$ cat config.mk
export PLATFORM = sky130hd
export DESIGN_NAME = matmul_result_drain
export DESIGN_NICKNAME = d
export VERILOG_FILES = /design/src/rtl/matmul_result_drain.sv
export SDC_FILE = /design/constraint.sdc
export NUM_CORES = 1
export LEC_CHECK = 0
export CORE_MARGIN = 3
export CORE_UTILIZATION = 30
export CTS_BUF_LIST = sky130_fd_sc_hd__clkbuf_2 sky130_fd_sc_hd__clkbuf_4 sky130_fd_sc_hd__clkbuf_8
export DETAILED_ROUTE_END_ITERATION = 10
export PLACE_DENSITY = 0.68
export SETUP_SLACK_MARGIN = 0.4
export SKIP_LAST_GASP = 1
export SYNTH_ARGS = -nofsm -noshare
export SYNTH_HDL_FRONTEND = slang
export SYNTH_SLANG_ARGS = --single-unit
$ cat constraint.sdc
create_clock -name clk -period 1.6 [get_ports clk]
set_input_delay 0.32 -clock clk [delete_from_list [all_inputs] [get_ports clk]]
set_output_delay 0.32 -clock clk [all_outputs]
set_load 0.01 [all_outputs]
$ cat src/rtl/matmul_result_drain.sv
// Reads matrix C row by row after a done_mat_mul rising edge; each row costs 1 + RD_LATENCY + beats cycles.
// Rows are serialised into CHUNK_WORDS-wide beats that are held stable while out_ready is low.
module matmul_result_drain #(
  parameter int DWIDTH      = 16,
  parameter int ROW_WORDS   = 8,
  parameter int CHUNK_WORDS = 2,
  parameter int NUM_ROWS    = 16,
  parameter int AWIDTH      = 16,
  parameter int BASE_ADDR   = 0,
  parameter int RD_LATENCY  = 4
) (
  input  logic                            clk,
  input  logic                            resetn,
  input  logic                            done_mat_mul,
  output logic                            enable_reading_from_mem,
  output logic [AWIDTH-1:0]               addr_pi,
  input  logic [ROW_WORDS*DWIDTH-1:0]     data_from_out_mat,
  output logic [CHUNK_WORDS*DWIDTH-1:0]   out_data,
  output logic                            out_valid,
  input  logic                            out_ready,
  output logic                            out_last,
  output logic                            busy,
  output logic                            drain_done,
  output logic                            overrun
);

  localparam int ROW_BITS   = ROW_WORDS * DWIDTH;
  localparam int CHUNK_BITS = CHUNK_WORDS * DWIDTH;
  localparam int NUM_CHUNKS = ROW_WORDS / CHUNK_WORDS;
  localparam int RW = (NUM_ROWS > 1)   ? $clog2(NUM_ROWS)   : 1;
  localparam int CW = (NUM_CHUNKS > 1) ? $clog2(NUM_CHUNKS) : 1;
  localparam int LW = (RD_LATENCY > 1) ? $clog2(RD_LATENCY) : 1;
  localparam logic [RW-1:0]     LAST_ROW   = RW'(NUM_ROWS - 1);
  localparam logic [CW-1:0]     LAST_CHUNK = CW'(NUM_CHUNKS - 1);
  localparam logic [AWIDTH-1:0] BASE       = AWIDTH'(BASE_ADDR);

  typedef enum logic [2:0] {S_IDLE, S_ISSUE, S_WAIT, S_SEND, S_DONE} state_t;

  state_t              state, state_nxt;
  logic                done_q;
  logic                start;
  logic                fire;
  logic                last_chunk;
  logic                last_row;
  logic [RW-1:0]       row;
  logic [CW-1:0]       chunk;
  logic [LW-1:0]       lat_cnt;
  logic [ROW_BITS-1:0] row_reg;

  assign start      = done_mat_mul & ~done_q;
  assign fire       = (state == S_SEND) & out_ready;
  assign last_chunk = (chunk == LAST_CHUNK);
  assign last_row   = (row == LAST_ROW);

  always_ff @(posedge clk or negedge resetn) begin
    if (!resetn) state <= S_IDLE;
    else         state <= state_nxt;
  end

  always_comb begin
    state_nxt = state;
    case (state)
      S_IDLE:  if (start) state_nxt = S_ISSUE;
      S_ISSUE: state_nxt = S_WAIT;
      S_WAIT:  if (lat_cnt == '0) state_nxt = S_SEND;
      S_SEND:  if (fire && last_chunk) state_nxt = last_row ? S_DONE : S_ISSUE;
      S_DONE:  state_nxt = S_IDLE;
      default: state_nxt = S_IDLE;
    endcase
  end

  always_ff @(posedge clk or negedge resetn) begin
    if (!resetn) begin
      done_q  <= 1'b0;
      overrun <= 1'b0;
      row     <= '0;
      chunk   <= '0;
      lat_cnt <= '0;
      addr_pi <= '0;
      row_reg <= '0;
    end else begin
      done_q <= done_mat_mul;
      // DONE still counts as busy, so an edge there is an overrun rather than a new drain
      if (start && state != S_IDLE) overrun <= 1'b1;
      case (state)
        S_IDLE: if (start) row <= '0;
        S_ISSUE: begin
          addr_pi <= BASE + AWIDTH'(row);
          lat_cnt <= LW'(RD_LATENCY - 1);
        end
        S_WAIT: begin
          if (lat_cnt == '0) begin
            row_reg <= data_from_out_mat;
            chunk   <= '0;
          end else begin
            lat_cnt <= lat_cnt - LW'(1);
          end
        end
        S_SEND: begin
          if (fire) begin
            if (!last_chunk)    chunk <= chunk + CW'(1);
            else if (!last_row) row   <= row + RW'(1);
          end
        end
        default: ;
      endcase
    end
  end

  always_comb begin
    out_valid               = (state == S_SEND);
    busy                    = (state != S_IDLE);
    enable_reading_from_mem = (state != S_IDLE);
    drain_done              = (state == S_DONE);
    out_last                = (state == S_SEND) & last_chunk & last_row;
    // chunk 0 sits in the LSBs of the captured row
    out_data                = CHUNK_BITS'(row_reg >> (CHUNK_BITS * chunk));
  end

endmodule

==> flow_summary.yaml, run 1 <==
timing:
  period_minus_slack_ns: 2.20
  rsz0062_at_grt: "true"
  finalSetupTns_ns: -56.49
  fin_crit_sh_pct: 138
  skew_ns: 0.0127
  clock.fmax_ghz: 0.454
  setup_viol: 178
  drv_slew: 0
  setup_ws_ns: -0.602
  hold_viol: 0
finish:
  fillers: 1720
  finalNetCount: 1098
  utilization_pct: 56.1
  largest_register_ffs: 132
  antenna_cells: 0
  areaGrowthSynthToFinish_pct: 82.5
  drive_gt1_share_pct: 47.4
logic_synthesis:
  syn-instance-count: 682
  synth_edf_count: 0
  synthTopCellsByArea: "dfrtp_1, nand2_1, mux4_2"
  synthFlopType: "dfrtp_1"
  syn_area_um2: 6530
  synth_commonest_cells: "nand2_1, dfrtp_1, mux4_2, buf_2, buf_4"
  yosysSeqAreaShare_pct: 55.6
  ys_async_sr_fraction_pct: 100
  netlist.area_leader.share_pct: 55.6
  synth-seq-cells: 145
  synth_cell_types: 34
  yosysTopAreaCell: "dfrtp_1"
  yosysMostFrequentCell: "nand2_1"
  syn_area_per_cell_um2: 9.57
  yosys_warnings: 0
pwr:
  leakage_uw: 0.00535
  power_uw: 21500
  pwr_density_cell_nw_per_um2: 1800
  vdd_drop_max_mv: 0.729
worst_setup_path:
  cpPeakStageDelay_ns: 0.50
  crit_type: "register to primary output"
  cp.required_ns: 1.28
  crit_slowest_cell: "mux4_2"
  crit_fanout: 8
  cp-start-kind: "register"
  rrSetupSlack_ns: -0.37
  critPathCaptureType: "primary output"
  path_common_cell: "buf_6"
  cp_data_arrival_time_ns: 1.88
  path_cells: "buf_6, buf_6, buf_16, mux4_2, buf_2"
status:
  failed_checks: "setup timing"
  status: "finished with violations"
die:
  start_util_pct: 30.7
  num_io_pins: 186
  dieArea_um2: 23600
  die_w_um: 153
  die_y_um: 153
  row_count: 53
  core_area_um2: 21200
global_routing:
  grt_use_total_pct: 19.2
  grt_pass1_wl_um: 34900
  grt_overflow: 0
  first_global_vias: 6264
  grt_max_degree: 39
  antenna_found_initial: 1
route:
  drc: 0
  totalWireLength_um: 24100
  num_vias: 6006
  ant_nets: 0
  drt-vias-per-instance: 4.80
  drtIter0Drc: 324
  drtPass1Iterations: 5
  wl_per_cell_um: 19.3
placement:
  place_congestion: 0.788
  place_hpwl_um: 12000
  portBuffers: 173
clock_network:
  cts_buffers: 17
  clock_sinks: 145
  clock_path_buffers: 2
  htreeDepth: 4
  cts_tree: "built"
  cts-root-buf: "clkbuf_8"
  clock_latency_ns: 0.46
  clk_pin_slew_ns: 0.08
job:
  max_cap_violations: 0
min_path:
  hold_class: "input pin to asynchronous set/reset pin"
==> worst max-delay path, delay by kind of cell (launching register included) <==
kind	cells	cell delay, ns
buffers and inverters	4	0.50
muxes	1	0.50
DFF	1	0.40
==> cell type report <==
| type | count | area [µm²] | area share, % |
|---|---|---|---|
| clock inverters | 12 | 156 | 1.31 |
| inverters | 5 | 18.8 | 0.158 |
| repair buffers | 304 | 3790 | 31.8 |
| clock buffers | 20 | 275 | 2.31 |
| flip-flops and latches | 145 | 3630 | 30.5 |
| multi-input cells | 490 | 3690 | 31.0 |
| well taps | 275 | 344 | 2.89 |
==> worst paths after layout <==
path,start,depth (start not counted),endpoint
worst max-delay path,chunk[0],5,out_data[4]
worst min-delay path,resetn,2,overrun
worst max register to register,state[2],12,row_reg[31]
worst min register to register,row_reg[125],2,row_reg[125]
max in group asynchronous,resetn,3,row_reg[96]
min in group clk,data_from_out_mat[30],3,row_reg[30]
==> cell families after synthesis <==
group	after synthesis	share of synthesized area, %
flip-flops	145	55.6
AND/OR/NAND/NOR	417	25.0
AO/OA/AOI/OAI	21	2.19
buffers and inverters	58	4.72
multiplexers	37	11.9
adder cells (fa/ha/maj)	3	0.575
other	1	0.0575
==> layout by cell type, fill, tap and decap left out, types with 3 or more instances in the layout <==
cell type,instances
nand2_1,192
conb_1,12
dfrtp_2,3
clkdlybuf4s50_1,130
nor2_1,7
buf_16,30
mux4_2,32
mux2_4,4
clkbuf_8,20
nand3b_1,3
nand2_4,77
nand3_1,3
dfrtp_1,142
buf_6,55
bufinv_16,3
clkinvlp_4,4
a21oi_1,3
buf_2,18
buf_4,38
buf_12,26
nand2_2,118
inv_2,3
buf_8,3
==> power by group <==
part | switching (µW) | internal, µW | total [µW]
logic | 4570 | 6540 | 11100
clock network | 1490 | 1670 | 3160
registers | 1760 | 5450 | 7220
total | 7830 | 13700 | 21500
==> layer usage <==
layer	track usage, %	vias up	share of wire [%]
met5	0	-	0.054
met4	7.82	2	2.5
met3	4.36	44	4.7
met2	33.0	191	53
met1	23.5	3010	40
li1	-	2759	-
==> through the flow <==
stage	hold slack [ns]	cell area [µm²]	std cells	setup slack (ns)
4_1_cts	0.336	11100	1238	-0.629
3_3_place_gp	0.271	8940	1128	-0.382
5_1_grt	0.349	11900	1251	-0.672
6_report	0.344	11900	1251	-0.602
3_5_place_dp	0.275	8940	1128	-0.389
2_1_floorplan	0.0244	6830	693	0.0888
==> what timing repair did <==
| action | in CTS | in global routing |
|---|---|---|
| gates resized for setup | 365 | 197 |
| pin swaps | 116 | 29 |
| setup endpoints to repair | 185 | 186 |
| cloned | 30 | 1 |
| hold buffers | 1 | 0 |
| endpoints found under the hold margin | 32 | 0 |
| setup buffers | 47 | 12 |
Power figures use the tool's default switching activity.
==> run 2, diff against run 1 <==
--- a/config.mk
+++ b/config.mk
@@ -5,11 +5,13 @@
 export SDC_FILE = /design/constraint.sdc
 export NUM_CORES = 1
 export LEC_CHECK = 0
+export ABC_AREA = 1
+export CAP_MARGIN = 10
 export CORE_MARGIN = 3
 export CORE_UTILIZATION = 30
-export CTS_BUF_LIST = sky130_fd_sc_hd__clkbuf_2 sky130_fd_sc_hd__clkbuf_4 sky130_fd_sc_hd__clkbuf_8
+export CTS_BUF_LIST = sky130_fd_sc_hd__clkbuf_4 sky130_fd_sc_hd__clkbuf_8 sky130_fd_sc_hd__clkbuf_16
 export DETAILED_ROUTE_END_ITERATION = 10
-export PLACE_DENSITY = 0.68
+export PLACE_DENSITY = 0.67
 export SETUP_SLACK_MARGIN = 0.4
 export SKIP_LAST_GASP = 1
 export SYNTH_ARGS = -nofsm -noshare
==> flow_summary.yaml, run 2 <==
status:
  status: "finished with violations"
  failed_checks: "setup timing"
finish:
  areaGrowthSynthToFinish_pct: 97.7
  utilization_pct: 60.5
  regArea_um2: 3630
  largest_register_ffs: 132
  finalNetCount: 1269
  multi_input_area_um2: 4440
  final_cell_mix: "nand2_1, nand2_2, dfrtp_1"
  drive_gt1_share_pct: 51.8
  final_common_cell: "nand2_1"
  fillers: 1697
  layoutNonFillerInstCount: 1428
pwr:
  vdd_drop_max_mv: 1.04
  leakage_uw: 0.00608
  pwr_density_cell_nw_per_um2: 1870
logic_synthesis:
  synth_edf_count: 0
  synth_compound_area_share_pct: 8.74
  synth-seq-cells: 145
  synthFlopType: "dfrtp_1"
  synth-adder-area-share_pct: 0.560
  synth_commonest_cells: "nand2_1, dfrtp_1, nor2_1, o21ai_0, o22ai_1"
  netlist.area_leader.share_pct: 54.2
  yosys_warnings: 0
  syn-instance-count: 850
  yosysTopAreaCell: "dfrtp_1"
  ys_async_sr_fraction_pct: 100
  synthMuxAreaShare_pct: 0
  synthSimpleGateAreaFrac_pct: 29.3
  synth_top_family_by_area: "simple AND/OR/NAND/NOR gates"
  synthTopCellsByArea: "dfrtp_1, nand2_1, o21ai_0"
  yosysSeqAreaShare_pct: 54.2
  yosysMostFrequentCell: "nand2_1"
  syn_area_per_cell_um2: 7.88
  synth_cell_types: 25
  syn_area_um2: 6700
  yosys.area_share.xor_xnor_pct: 0.131
die:
  die_y_um: 155
  dieArea_um2: 24200
  start_util_pct: 30.6
  die_w_um: 155
  num_io_pins: 186
  row_count: 54
  core_area_um2: 21900
worst_setup_path:
  cpPeakStageDelay_ns: 0.42
  cp.required_ns: 1.28
  cp_data_arrival_time_ns: 1.72
  r2r_start: "state[0]"
  critPathCaptureType: "primary output"
  crit_fanout: 6
  reg2reg_to: "row_reg[52]"
  crit_type: "register to primary output"
  rrSetupSlack_ns: -0.24
  ff2ff_path_depth: 11
  crit_slowest_cell: "dfrtp_2"
  path_cells: "buf_8, inv_12, buf_12, clkbuf_16, o21ai_1, o22ai_2, buf_2"
  cp-start-kind: "register"
placement:
  place_congestion: 0.781
  place_inst: 1289
  portBuffers: 173
  place_hpwl_um: 13300
route:
  ant_nets: 0
  drtIter0Drc: 398
  num_vias: 7125
  wl_per_cell_um: 19.5
  drtPass1Iterations: 5
  drt-vias-per-instance: 4.99
  drc: 0
  totalWireLength_um: 27800
timing:
  setup_viol: 171
  drv_slew: 0
  skew_ns: 0.0197
  setup_ws_ns: -0.436
  period_minus_slack_ns: 2.04
  fin_crit_sh_pct: 127
  clock.fmax_ghz: 0.491
  hold_viol: 0
  rsz0062_at_grt: "true"
clock_network:
  cts_tree: "built"
  clock_path_buffers: 2
  clock_latency_ns: 0.43
  htreeDepth: 4
  clk_pin_slew_ns: 0.06
  clock_sinks: 145
  cts-root-buf: "clkbuf_16"
  cts_buffers: 17
global_routing:
  grt_max_degree: 48
  first_global_vias: 7162
  grt_pass1_wl_um: 39700
  grt_use_total_pct: 21.3
  grt_overflow: 0
  antenna_found_initial: 1
job:
  max_cap_violations: 0
min_path:
  hold_class: "input pin to asynchronous set/reset pin"
-- run 2: where the power goes --
part | switching [µW] | total [µW] | internal (µW)
Sequential | 1970 | 7440 | 5470
Combinational | 6320 | 13100 | 6750
Clock | 1670 | 4320 | 2650
Total | 9950 | 24800 | 14900
-- run 2: routing by layer --
layer / GRT usage (%) / up-vias / part of all wire, %
li1: - / 3248 / -
met1: 27.1 / 3514 / 41
met2: 35.6 / 306 / 50
met3: 5.59 / 57 / 5.7
met4: 6.71 / 0 / 2.6
met5: 0 / - / 0
-- run 2: through the flow --
stage / total power (µW) / instance area, µm² / setup TNS, ns / hold slack, ns / setup slack [ns]
floorplan: 11300 / 7120 / 0 / 0.0244 / 0.224
global placement: 14500 / 9090 / -9.14 / 0.196 / -0.296
detailed placement: 14700 / 9090 / -10.08 / 0.196 / -0.317
CTS: 22400 / 12000 / -19.87 / 0.316 / -0.428
global route: 26100 / 13200 / -39.47 / 0.325 / -0.487
finish: 24800 / 13200 / -30.31 / 0.315 / -0.436
-- run 2: area by class of cell --
type                       instances  share of cell area (%)
clock buffer                      18                    3.32
antenna                            1                  0.0189
clock inverter                    14                    1.41
sequential                       145                    27.4
inverter                          18                   0.935
multi-input combinational        637                    33.5
timing repair buffer             314                    30.6
tap                              280                    2.65
timing repair inverter             1                   0.151
-- run 2: cell families (layout without fill, tap and decap cells) --
| group | count (synthesis) | after routing |
|---|---|---|
| AO/OA/AOI/OAI | 107 | 107 |
| XOR/XNOR | 1 | 1 |
| adder cells (fa/ha/maj) | 3 | 3 |
| buffers and inverters | 79 | 365 |
| flip-flops | 145 | 145 |
| other | 1 | 13 |
| AND/OR/NAND/NOR | 514 | 514 |
-- run 2: how the worst max path moves through the flow --
| stage | startpoint | endpoint | slack [ns] | cells past startpoint |
|---|---|---|---|---|
| finish | chunk[0] | out_data[29] | -0.44 | 7 |
| global route | chunk[0] | out_data[29] | -0.49 | 7 |
| detailed placement | chunk[0] | out_data[8] | -0.32 | 5 |
| CTS | chunk[0] | out_data[22] | -0.43 | 7 |
| global placement | chunk[0] | out_data[11] | -0.30 | 5 |
| floorplan | chunk[0] | out_data[10] | 0.22 | 6 |
-- run 2: repair_timing --
item,in CTS,in global routing
pin swaps,150,63
endpoints found under the hold margin,16,0
endpoints found under the setup margin,181,186
setup buffers,51,12
gates cloned,34,8
resized for setup,548,256
hold buffers,1,0
-- run 2: critical path, delay by kind of cell (launching register included) --
kind	cells	cell delay [ns]
flops	1	0.42
compound gates	2	0.20
buf+inv	5	0.66
==> run 3, diff against run 2 <==
==> constraint.sdc (replaced) <==
create_clock -name clk -period 1.6 [get_ports clk]
set_input_delay 0.32 -clock clk [delete_from_list [all_inputs] [get_ports clk]]
set_output_delay 0.32 -clock clk [all_outputs]
set_load 0.05 [all_outputs]
==> flow_summary.yaml, run 3 (same netlist as run 2, synthesis figures left out) <==
route:
  drtIter0Drc: 425
  num_vias: 6981
  drtPass1Iterations: 5
  totalWireLength_um: 27900
  ant_nets: 0
  drt-vias-per-instance: 4.95
  drc: 0
  wl_per_cell_um: 19.8
die:
  row_count: 54
  die_y_um: 155
  num_io_pins: 186
  dieArea_um2: 24200
  die_w_um: 155
  core_area_um2: 21900
  start_util_pct: 30.6
pwr:
  leakage_uw: 0.00593
  vdd_drop_max_mv: 1.25
  power_uw: 28500
  pwr_density_cell_nw_per_um2: 2140
worst_setup_path:
  crit_buf_inv: 4
  cp.required_ns: 1.28
  critPathCaptureType: "primary output"
  cp-start-kind: "register"
  path_cells: "clkinv_4, buf_16, buf_12, nor2_2, o22ai_4, buf_6"
  crit_type: "register to primary output"
  crit_fanout: 12
  rrSetupSlack_ns: -0.18
  crit_slowest_cell: "dfrtp_2"
  path_delay_family: "buffers and inverters"
  cp_data_arrival_time_ns: 1.74
  cpPeakStageDelay_ns: 0.45
finish:
  final_cell_mix: "nand2_1, dfrtp_1, nand2_2"
  areaGrowthSynthToFinish_pct: 98.7
  antenna_cells: 0
  multi_input_area_um2: 4610
  regArea_um2: 3630
  fillers: 1727
  finalNetCount: 1253
  drive_gt1_share_pct: 48.8
  utilization_pct: 60.8
  largest_register_ffs: 132
  final_common_cell: "nand2_1"
min_path:
  hold_class: "input pin to asynchronous set/reset pin"
placement:
  pre_cts_ws_ns: -0.111
  portBuffers: 173
  place_hpwl_um: 13200
  place_congestion: 0.788
clock_network:
  cts_buffers: 17
  cts_tree: "built"
  clock_latency_ns: 0.42
  clk_pin_slew_ns: 0.06
  htreeDepth: 4
  clock_sinks: 145
  cts-root-buf: "clkbuf_16"
  clock_path_buffers: 2
timing:
  whs_ns: 0.355
  clock.fmax_ghz: 0.485
  fin_crit_sh_pct: 129
  finalSetupTns_ns: -23.06
  hold_viol: 0
  period_minus_slack_ns: 2.06
  rsz0062_at_grt: "true"
  skew_ns: 0.0103
  setup_viol: 165
  drv_slew: 0
  setup_ws_ns: -0.461
global_routing:
  first_global_vias: 7169
  grt_max_degree: 43
  antenna_found_initial: 1
  grt_pass1_wl_um: 39900
  grt_overflow: 0
  grt_use_total_pct: 21.4
status:
  failed_checks: "setup timing"
  status: "finished with violations"
job:
  max_cap_violations: 0
-- run 3: repair_timing --
item / CTS / global route
buffers inserted: 38 / 10
resized for setup: 302 / 240
endpoints found under the hold margin: 28 / 0
pin swaps: 100 / 35
hold buffers: 1 / 0
endpoints found under the setup margin: 181 / 186
cloned: 32 / 6
-- run 3: worst paths after layout --
check / from / to / cells past startpoint
setup / recovery: chunk[0] / out_data[15] / 6
hold / removal: resetn / row_reg[125] / 2
setup reg to reg: state[1] / row_reg[74] / 11
hold reg to reg: row_reg[1] / row_reg[1] / 2
max in group asynchronous: resetn / chunk[0] / 3
min in group clk: done_mat_mul / done_q / 1
-- run 3: metal layers --
layer	global-route usage (%)	wire length, µm	vias to the layer above
met5	0	12	-
met4	6.04	529	2
met3	5.06	1450	39
met2	35.8	14200	231
met1	27.8	11700	3492
li1	-	-	3217
-- run 3: layout make-up --
cell class / count / area share [%]
clock buffer: 18 / 3.25
clock inverter: 14 / 1.15
inverter: 18 / 0.677
multi-input combinational: 637 / 34.6
sequential: 145 / 27.3
tap: 280 / 2.63
timing repair buffer: 298 / 30.2
timing repair inverter: 1 / 0.122
-- run 3: through the flow --
stage | instances | instance area, µm²
3_5_place_dp | 1292 | 9550
2_1_floorplan | 861 | 7590
4_1_cts | 1395 | 12200
6_report | 1411 | 13300
5_1_grt | 1411 | 13300
3_3_place_gp | 1292 | 9550
-- run 3: report_power, final --
group / total [µW] / internal (µW) / switching, µW
registers: 7530 / 5480 / 2050
clock network: 4060 / 2340 / 1730
logic: 16900 / 7680 / 9250
